[config.mk]
export PLATFORM = sky130hd
export DESIGN_NAME = mul_div_unit
export DESIGN_NICKNAME = d
export VERILOG_FILES = /design/src/rtl/mul_div_unit.sv
export SDC_FILE = /design/constraint.sdc
export NUM_CORES = 1
export LEC_CHECK = 0
export CAP_MARGIN = 25
export CORE_ASPECT_RATIO = 0.8
export CORE_MARGIN = 2
export CORE_UTILIZATION = 50
export CTS_CLUSTER_SIZE = 12
export DETAILED_ROUTE_END_ITERATION = 8
export PLACE_DENSITY = 0.74
export RECOVER_POWER = 50
export SETUP_SLACK_MARGIN = 0.02
export SLEW_MARGIN = 20
export SYNTH_ARGS = -nofsm -noshare
export SYNTH_HDL_FRONTEND = slang
export SYNTH_SLANG_ARGS = --single-unit
[constraint.sdc]
create_clock -name clk -period 8.23 [get_ports clk]
set_clock_uncertainty 0.05 [all_clocks]
set_input_delay 2.469 -clock clk [delete_from_list [all_inputs] [get_ports clk]]
set_output_delay 2.469 -clock clk [all_outputs]
set_load 0.01 [all_outputs]
[src/rtl/mul_div_unit.sv]
// mul_div_unit
// Iterative multiply/divide unit holding the HI/LO register pair. It sits in
// the execute stage beside the single-cycle ALU. It runs mult/multu/div/divu
// over WIDTH iteration cycles plus one fix-up cycle. It serves mfhi/mflo/mthi/mtlo
// directly from the HI/LO registers.
//
// Ports:
//   clk              - system clock, rising edge
//   reset            - asynchronous, active-high reset
//   start            - execute-stage instruction valid
//   CONTROL_ALU_BITS - 6-bit operation code (R-type funct) from ALU control
//   operand_a        - rs value: multiplicand / dividend / mthi-mtlo source
//   operand_b        - rt value: multiplier / divisor
//   hi, lo           - HI and LO registers
//   result           - hi for mfhi, lo for mflo, otherwise 0 (combinational)
//   busy             - a multi-cycle operation is in progress
//   done             - one-cycle pulse when a mult/div writes HI/LO
//   stall            - a handled instruction was presented while busy
module mul_div_unit #(
  parameter int WIDTH = 32
) (
  input  logic             clk,
  input  logic             reset,
  input  logic             start,
  input  logic [5:0]       CONTROL_ALU_BITS,
  input  logic [WIDTH-1:0] operand_a,
  input  logic [WIDTH-1:0] operand_b,
  output logic [WIDTH-1:0] hi,
  output logic [WIDTH-1:0] lo,
  output logic [WIDTH-1:0] result,
  output logic             busy,
  output logic             done,
  output logic             stall
);

  localparam int CW = $clog2(WIDTH);

  localparam logic [5:0] OP_MULT  = 6'b011000;
  localparam logic [5:0] OP_MULTU = 6'b011001;
  localparam logic [5:0] OP_DIV   = 6'b011010;
  localparam logic [5:0] OP_DIVU  = 6'b011011;
  localparam logic [5:0] OP_MFHI  = 6'b010000;
  localparam logic [5:0] OP_MTHI  = 6'b010001;
  localparam logic [5:0] OP_MFLO  = 6'b010010;
  localparam logic [5:0] OP_MTLO  = 6'b010011;

  typedef enum logic [1:0] {IDLE, MUL, DIV, FIX} state_t;

  state_t             state;
  logic [CW-1:0]      cnt;
  logic [2*WIDTH-1:0] acc;
  logic [WIDTH-1:0]   mag_m;
  logic               neg_q;
  logic               neg_r;
  logic               div_zero;
  logic               op_div;

  logic               is_mul;
  logic               is_div;
  logic               handled;
  logic               signed_op;
  logic               a_neg;
  logic               b_neg;
  logic [WIDTH-1:0]   a_mag;
  logic [WIDTH-1:0]   b_mag;
  logic [WIDTH:0]     mul_sum;
  logic [WIDTH:0]     div_part;
  logic [WIDTH-1:0]   div_diff;
  logic               div_ge;
  logic [2*WIDTH-1:0] prod_fix;
  logic [WIDTH-1:0]   quot_fix;
  logic [WIDTH-1:0]   rem_fix;

  // Decode the operation code and derive the stall request. A handled code
  // presented while busy is refused and the pipeline must hold it.
  always_comb begin
    is_mul  = (CONTROL_ALU_BITS == OP_MULT) || (CONTROL_ALU_BITS == OP_MULTU);
    is_div  = (CONTROL_ALU_BITS == OP_DIV)  || (CONTROL_ALU_BITS == OP_DIVU);
    handled = is_mul || is_div ||
              (CONTROL_ALU_BITS == OP_MFHI) || (CONTROL_ALU_BITS == OP_MFLO) ||
              (CONTROL_ALU_BITS == OP_MTHI) || (CONTROL_ALU_BITS == OP_MTLO);
    stall   = start & busy & handled;
  end

  // mfhi/mflo read straight from the registers, so the value is available in
  // the same cycle the instruction is presented.
  always_comb begin
    result = '0;
    if (CONTROL_ALU_BITS == OP_MFHI)
      result = hi;
    else if (CONTROL_ALU_BITS == OP_MFLO)
      result = lo;
  end

  // The core works on magnitudes only. The signed opcodes have a zero LSB.
  // The negation of the most negative value wraps to itself, and that is
  // still the correct unsigned magnitude.
  always_comb begin
    signed_op = ~CONTROL_ALU_BITS[0];
    a_neg     = signed_op & operand_a[WIDTH-1];
    b_neg     = signed_op & operand_b[WIDTH-1];
    a_mag     = a_neg ? -operand_a : operand_a;
    b_mag     = b_neg ? -operand_b : operand_b;
  end

  // One iteration step for each algorithm, plus the final sign fix-up.
  // Multiply uses a right-shifting accumulator. The upper half collects the
  // partial sum. The lower half starts as the multiplier and is consumed one
  // bit per cycle.
  // Divide uses the restoring scheme. The upper half is the partial remainder.
  // The lower half starts as the dividend and fills with quotient bits.
  always_comb begin
    mul_sum  = {1'b0, acc[2*WIDTH-1:WIDTH]} + (acc[0] ? {1'b0, mag_m} : '0);
    div_part = acc[2*WIDTH-1:WIDTH-1];
    div_ge   = div_part >= {1'b0, mag_m};
    div_diff = div_part[WIDTH-1:0] - mag_m;
    prod_fix = neg_q ? -acc : acc;
    quot_fix = neg_q ? -acc[WIDTH-1:0] : acc[WIDTH-1:0];
    rem_fix  = neg_r ? -acc[2*WIDTH-1:WIDTH] : acc[2*WIDTH-1:WIDTH];
  end

  // Main sequencer. IDLE accepts new work. MUL/DIV each run WIDTH iterations.
  // FIX applies the signs and is the only place HI/LO change for mult/div.
  // A divide by zero leaves the remainder equal to the dividend magnitude,
  // so after the sign fix-up HI equals the sampled operand_a. Only LO needs
  // to be forced to all ones.
  always_ff @(posedge clk or posedge reset) begin
    if (reset) begin
      state    <= IDLE;
      hi       <= '0;
      lo       <= '0;
      busy     <= 1'b0;
      done     <= 1'b0;
      cnt      <= '0;
      acc      <= '0;
      mag_m    <= '0;
      neg_q    <= 1'b0;
      neg_r    <= 1'b0;
      div_zero <= 1'b0;
      op_div   <= 1'b0;
    end else begin
      done <= 1'b0;
      case (state)
        IDLE: begin
          if (start) begin
            if (is_mul) begin
              mag_m  <= a_mag;
              acc    <= {{WIDTH{1'b0}}, b_mag};
              neg_q  <= a_neg ^ b_neg;
              neg_r  <= 1'b0;
              op_div <= 1'b0;
              cnt    <= '0;
              busy   <= 1'b1;
              state  <= MUL;
            end else if (is_div) begin
              mag_m    <= b_mag;
              acc      <= {{WIDTH{1'b0}}, a_mag};
              neg_q    <= a_neg ^ b_neg;
              neg_r    <= a_neg;
              div_zero <= (operand_b == '0);
              op_div   <= 1'b1;
              cnt      <= '0;
              busy     <= 1'b1;
              state    <= DIV;
            end else if (CONTROL_ALU_BITS == OP_MTHI) begin
              hi <= operand_a;
            end else if (CONTROL_ALU_BITS == OP_MTLO) begin
              lo <= operand_a;
            end
          end
        end
        MUL: begin
          acc <= {mul_sum, acc[WIDTH-1:1]};
          cnt <= cnt + 1'b1;
          if (cnt == CW'(WIDTH - 1))
            state <= FIX;
        end
        DIV: begin
          if (div_ge)
            acc <= {div_diff, acc[WIDTH-2:0], 1'b1};
          else
            acc <= {div_part[WIDTH-1:0], acc[WIDTH-2:0], 1'b0};
          cnt <= cnt + 1'b1;
          if (cnt == CW'(WIDTH - 1))
            state <= FIX;
        end
        FIX: begin
          if (op_div) begin
            lo <= div_zero ? {WIDTH{1'b1}} : quot_fix;
            hi <= rem_fix;
          end else begin
            {hi, lo} <= prod_fix;
          end
          done  <= 1'b1;
          busy  <= 1'b0;
          cnt   <= '0;
          state <= IDLE;
        end
        default: state <= IDLE;
      endcase
    end
  end

endmodule

==> results of run 1 <==
[registers in the layout (all words and copies together), names as in the netlist]
name / flops
acc: 64
hi: 32
lo: 32
mag_m: 32
cnt: 5
state: 2
busy: 1
div_zero: 1
done: 1
neg_q: 1
neg_r: 1
op_div: 1
[cell usage after synthesis, types with 45 or more instances]
cell	n	area share (%)
nand2_1	244	6.0
nor2_1	194	4.7
o21ai_0	192	6.2
dfrtp_1	173	28
a21oi_1	137	4.5
clkbuf_1	120	2.9
xnor2_1	116	6.6
inv_1	79	1.9
ha_1	74	6.0
mux2i_1	73	4.8
xor2_1	57	3.2
a22oi_1	45	2.2
[worst paths after layout]
kind | cells after the start | endpoint | slack, ns
worst min-delay path | 2 | mag_m[3]$_DFFE_PP0P_ | 0.45
worst max-delay path | 7 | result[28] | 0.92
max in group asynchronous | 2 | acc[61]$_DFFE_PP0P_ | 2.88
worst min register to register | 2 | mag_m[3]$_DFFE_PP0P_ | 0.45
min in group asynchronous | 2 | lo[5]$_DFFE_PP0P_ | 3.50
worst max register to register | 4 | lo[2]$_DFFE_PP0P_ | 2.67
[power groups by stage]
stage               registers (mW)  clock network [mW]  logic (mW)
finish                        1.71               0.839        4.81
global route                  1.75               0.877        5.22
CTS                           1.69               0.840        4.74
detailed placement            1.71                   0        4.71
global placement              1.69                   0        4.67
floorplan                     1.55                   0        3.30
[kinds of logic (layout without fill, tap and decap cells)]
kind of cell             count (synthesis)  in the layout
AO/OA/AOI/OAI                          662            662
AND/OR/NAND/NOR                        627            627
buffers and inverters                  217            308
XOR/XNOR                               173            173
flip-flops                             173            173
adder cells (fa/ha/maj)                 76             76
multiplexers                            74             74
other                                    0              1
[critical path, delay by kind of cell]
kind / cells / cell delay [ns]
buf+inv: 3 / 1.34
simple gates: 4 / 0.97
[layout make-up]
cell class                 count  area (µm²)
tap                          413       516.7
timing repair buffer         197        1931
multi-input combinational   1612       10260
sequential                   173        4329
inverter                      79       297.8
clock inverter                14       148.9
antenna                        1       2.502
clock buffer                  18       429.2
fill                        2786       12390
[metal layers]
| metal | vias up | global-route usage (%) | part of all wire (%) |
|---|---|---|---|
| met5 | - | 0 | 0 |
| met4 | 0 | 10.75 | 2.5 |
| met3 | 115 | 8.462 | 11 |
| met2 | 990 | 54.67 | 44 |
| met1 | 7657 | 49.85 | 42 |
| li1 | 7339 | - | - |
[stage by stage]
stage / setup WS (ns) / total power [mW]
after global routing: 0.7440 / 7.844
after detailed placement: 1.008 / 6.417
final: 0.9167 / 7.351
after CTS: 1.002 / 7.274
after floorplan: 1.023 / 4.855
after global placement: 1.098 / 6.359
[layout by cell type, fill, tap and decap left out, types with 18 or more instances in the layout]
master             n
a21o_1            35
a22oi_1           45
nor3_1            31
nor4_1            23
o21ai_1           36
ha_1              74
a221o_1           21
dfrtp_1          173
nand3_1           26
o21ai_0          192
a211oi_1          18
xor2_1            57
nand2_1          244
clkdlybuf4s50_1  123
o22ai_1           26
o211ai_1          21
inv_1             78
buf_4             22
dlygate4sd3_1     47
nor2_1           193
mux2i_1           73
xnor2_1          116
a21oi_1          136
==> impl_metrics.ini, run 1 <==
[timing]
holdWs_ns = 0.4484
clock.fmax_mhz = 136.7
worstMarginPinSlew_ns = 3.762
tns_ns = 0
maxSlewHeadroom_pct = -152.2
slew_viol_final = 168
period_share_pct = 88.86
post-route-min-period_ns = 7.313
finalHoldViolations = 0
setup_viol = 0
rsz0062_at_grt = no

[run_status]
violations = capacitance limit, slew limit
outcome = complete, but fails checks

[clock_tree]
cts_root_buffer = clkbuf_16
cts_buffers = 17
clk_path_buf_depth = 2
h-tree-depth = 4
insertion_delay_ns = 0.45
cts_tree = yes
cts.clk_slew.worst_paths_ns = 0.08
post_cts_buffers = 0
post_cts_resized = 0
cts_hold_buf = 0
cts_sinks = 173

[worst_setup_path]
endpoint_kind = output port
critPathRequiredTime_ns = 5.71
rr_startpoint = state[1]$_DFFE_PP0P_
path_max_fanout = 32
startpoint = CONTROL_ALU_BITS[4]
arrival_ns = 4.79
cp_slowest_cell = clkdlybuf4s50_1
worstSetupPathType = primary input to output port
worstPathCellList = dlygate4sd3_1, nor3b_1, nor2b_1, nand2b_1, buf_4, nor2_1, clkdlybuf4s50_1
cp-start-kind = primary input
cpPeakStageDelay_ns = 0.57

[placement]
placed_area_um2 = 17320
port_buffers = 171
place_congestion = 0.9756
dp_hpwl_um = 44470
dp.cells = 2472

[floorplanning]
fp.coreArea_um2 = 30310
die_h_um = 160.9
start_util_pct = 50.75
num_rows = 57
die_w_um = 200.1
io_pins = 172
dieArea_um2 = 32190

[cells_and_area]
area_growth_pct = 16.47
fin_cells = 2507
drive_above_1_share_pct = 3.966
layout.nets = 2229
finalCoreUtilization_pct = 59.11
post-route-cell-area_um2 = 17920

[logic_synthesis]
synthAdderAreaFrac_pct = 6.279
synthArstFlopShare_pct = 100.0
synth.mux.area_fraction_pct = 4.823
synth_top_family_by_area = compound AO/OA/AOI/OAI gates
syn_area_per_cell_um2 = 7.683
yosysWarnings = 0
synthXorXnorAreaFrac_pct = 9.850
synthSimpleGateAreaFrac_pct = 18.44
synth-edff-count = 0
syn_nets = 2151
synthCells = 2002
synth_compound_area_share_pct = 27.09
yosysUniqueCellTypes = 78
seq_area_frac_synth_pct = 28.14
ys_seq_elements = 173
ys.flop_type = dfrtp_1
netlist_area_um2 = 15380

[power]
p_int_mw = 3.467
combPwrFrac_pct = 65.4
p_per_area_nw_per_um2 = 410.3
p_switching_mw = 3.884
p_leak_nw = 7.719
vdd_drop_max_uv = 284.0
switching_share_pct = 52.84
p_seq_share_pct = 23.2
clkPwrFrac_pct = 11.4

[drt]
postRouteAntennaNets = 0
vias = 16101
drc = 0
wl_um = 58200
drt-wirelength-per-cell_um = 23.21
viasPerCell = 6.422
dr.pass1.iters = 6
drt_iter0_markers = 1739

[grt]
antenna_found_initial = 0
grt_pass1_wl_um = 89010
grt_pass1_vias = 14888
grt_max_degree = 90
grt_overflow_total = 0
gr-usage-all-layers_pct = 35.63

[job]
max_cap_violations = 2

[worst_hold_path]
hold_start = mag_m[3]$_DFFE_PP0P_
hp-class = flip-flop to flip-flop
No activity file was read; power rests on OpenSTA's default activity.
==> run 2: changes to the inputs <==
--- a/config.mk
+++ b/config.mk
@@ -6,12 +6,12 @@
 export NUM_CORES = 1
 export LEC_CHECK = 0
 export CAP_MARGIN = 25
-export CORE_ASPECT_RATIO = 0.8
+export CORE_ASPECT_RATIO = 1.1
 export CORE_MARGIN = 2
-export CORE_UTILIZATION = 50
+export CORE_UTILIZATION = 36
 export CTS_CLUSTER_SIZE = 12
 export DETAILED_ROUTE_END_ITERATION = 8
-export PLACE_DENSITY = 0.74
+export PLACE_DENSITY = 0.57
 export RECOVER_POWER = 50
 export SETUP_SLACK_MARGIN = 0.02
 export SLEW_MARGIN = 20
==> run 2 against run 1 <==
Net effect: setup slack improved by 0.25 ns; register-to-register slack improved by 1.2 ns; core utilization fell by 16 points; maximum frequency rose by 3.5%; worst hold slack got worse by 0.0027 ns; cell area rose by 1.3%; the run still ends with capacitance limit, slew limit left; die area rose by 38%; largest power group unchanged; non-clock buffer count rose by 1; critical path depth did not move; via count fell by 3.3%; clock power rose by 8.2%.
==> impl_metrics.ini, run 2 (synthesis gave the netlist of run 1 again) <==
[grt]
gr-usage-all-layers_pct = 25.76
grt_pass1_vias = 14624
antenna_found_initial = 0
grt_pass1_wl_um = 88770
grt_max_degree = 77
grt_overflow_total = 0

[timing]
rsz0062_at_grt = no
setup_viol = 0
finalHoldViolations = 0
holdWs_ns = 0.4456
worstMarginPinSlew_ns = 3.744
clock.fmax_mhz = 141.5
post-route-min-period_ns = 7.067
period_share_pct = 85.87
setup_ws_ns = 1.163
tns_ns = 0
slew_viol_final = 114
maxSlewHeadroom_pct = -150.9

[cells_and_area]
regMostFlops = acc
area_growth_pct = 18.03
drive_above_1_share_pct = 3.918
largest_reg_flops = 64
finalCoreUtilization_pct = 43.02
layout_common_cells = 244 x nand2_1, 193 x nor2_1, 192 x o21ai_0
post-route-cell-area_um2 = 18160
layout.nets = 2230
layout_commonest_cell = nand2_1
antenna_cells = 0

[worst_setup_path]
cpPeakStageDelay_ns = 0.54
critPathRequiredTime_ns = 5.71
arrival_ns = 4.55
path_max_fanout = 32
cp_slowest_cell = clkdlybuf4s50_1
worstPathCellList = dlygate4sd3_1, nor3b_1, nor2b_1, nand2b_1, buf_4, nor2_1, clkdlybuf4s50_1
worstSetupPathType = primary input to output port
endpoint_kind = output port
rrSetupSlack_ns = 3.83
cp-start-kind = primary input

[placement]
dp_slack_ns = 1.225
placed_area_um2 = 17500
dp_hpwl_um = 45180
place_congestion = 0.9091
port_buffers = 171

[floorplanning]
die_h_um = 220.8
start_util_pct = 36.45
num_rows = 79
fp.coreArea_um2 = 42210
die_w_um = 201.1
io_pins = 172
dieArea_um2 = 44400

[power]
switching_share_pct = 51.44
p_seq_share_pct = 23.1
combPwrFrac_pct = 64.5
p_per_area_nw_per_um2 = 404.3
p_switching_mw = 3.777
p_int_mw = 3.565
p_leak_nw = 7.781
clkPwrFrac_pct = 12.4
vdd_drop_max_uv = 218.3

[drt]
drc = 0
drt_iter0_markers = 1653
viasPerCell = 5.854
dr.pass1.iters = 6
wl_um = 57900
vias = 15572
postRouteAntennaNets = 0
drt-wirelength-per-cell_um = 21.77

[clock_tree]
cts_root_buffer = clkbuf_16
cts_sinks = 173
cts_buffers = 17
insertion_delay_ns = 0.47
cts_hold_buf = 0
h-tree-depth = 4
post_cts_buffers = 0
cts_tree = yes
clk_path_buf_depth = 2
post_cts_resized = 0
cts.clk_slew.worst_paths_ns = 0.07

[job]
max_cap_violations = 2

[run_status]
outcome = complete, but fails checks
violations = capacitance limit, slew limit

[worst_hold_path]
hp-class = flip-flop to flip-flop
==> run 2: stage by stage <==
stage	power (mW)	std cells
finish	7.341	2660
global route	7.904	2660
CTS	7.341	2658
detailed placement	6.414	2627
global placement	6.338	2625
floorplan	4.855	2002
==> run 2: critical path, delay by kind of cell <==
family	cells	cell delay (ns)
buffers and inverters	3	1.28
and+or+nand+nor	4	0.76
==> run 2: final cells by class <==
type / count / area (µm²)
clock buffer: 17 / 425.4
clock inverter: 14 / 205.2
fill: 4288 / 24050
inverter: 79 / 297.8
multi-input combinational: 1612 / 10260
sequential: 173 / 4329
tap: 567 / 709.4
timing repair buffer: 198 / 1929
==> run 2: metal layers <==
layer | part of all wire (%) | global-route usage (%)
met5 | 0 | 0
met4 | 2.9 | 8.963
met3 | 6.2 | 3.564
met2 | 46 | 41.86
met1 | 45 | 35.19
==> run 2: path summary, 6_finish.rpt <==
kind / cells after the start / from / to
min in group asynchronous: 2 / reset / lo[8]$_DFFE_PP0P_
setup reg to reg: 9 / acc[26]$_DFFE_PP0P_ / hi[27]$_DFFE_PP0P_
hold / removal: 2 / mag_m[3]$_DFFE_PP0P_ / mag_m[3]$_DFFE_PP0P_
hold reg to reg: 2 / mag_m[3]$_DFFE_PP0P_ / mag_m[3]$_DFFE_PP0P_
max in group asynchronous: 3 / reset / neg_q$_DFFE_PP0P_
setup / recovery: 7 / CONTROL_ALU_BITS[4] / result[15]
==> run 2: power groups by stage <==
stage | registers, mW | logic, mW | clock network [mW]
2_1_floorplan | 1.55 | 3.30 | 0
3_3_place_gp | 1.70 | 4.63 | 0
3_5_place_dp | 1.71 | 4.70 | 0
4_1_cts | 1.70 | 4.72 | 0.923
5_1_grt | 1.75 | 5.20 | 0.952
6_report | 1.70 | 4.74 | 0.908
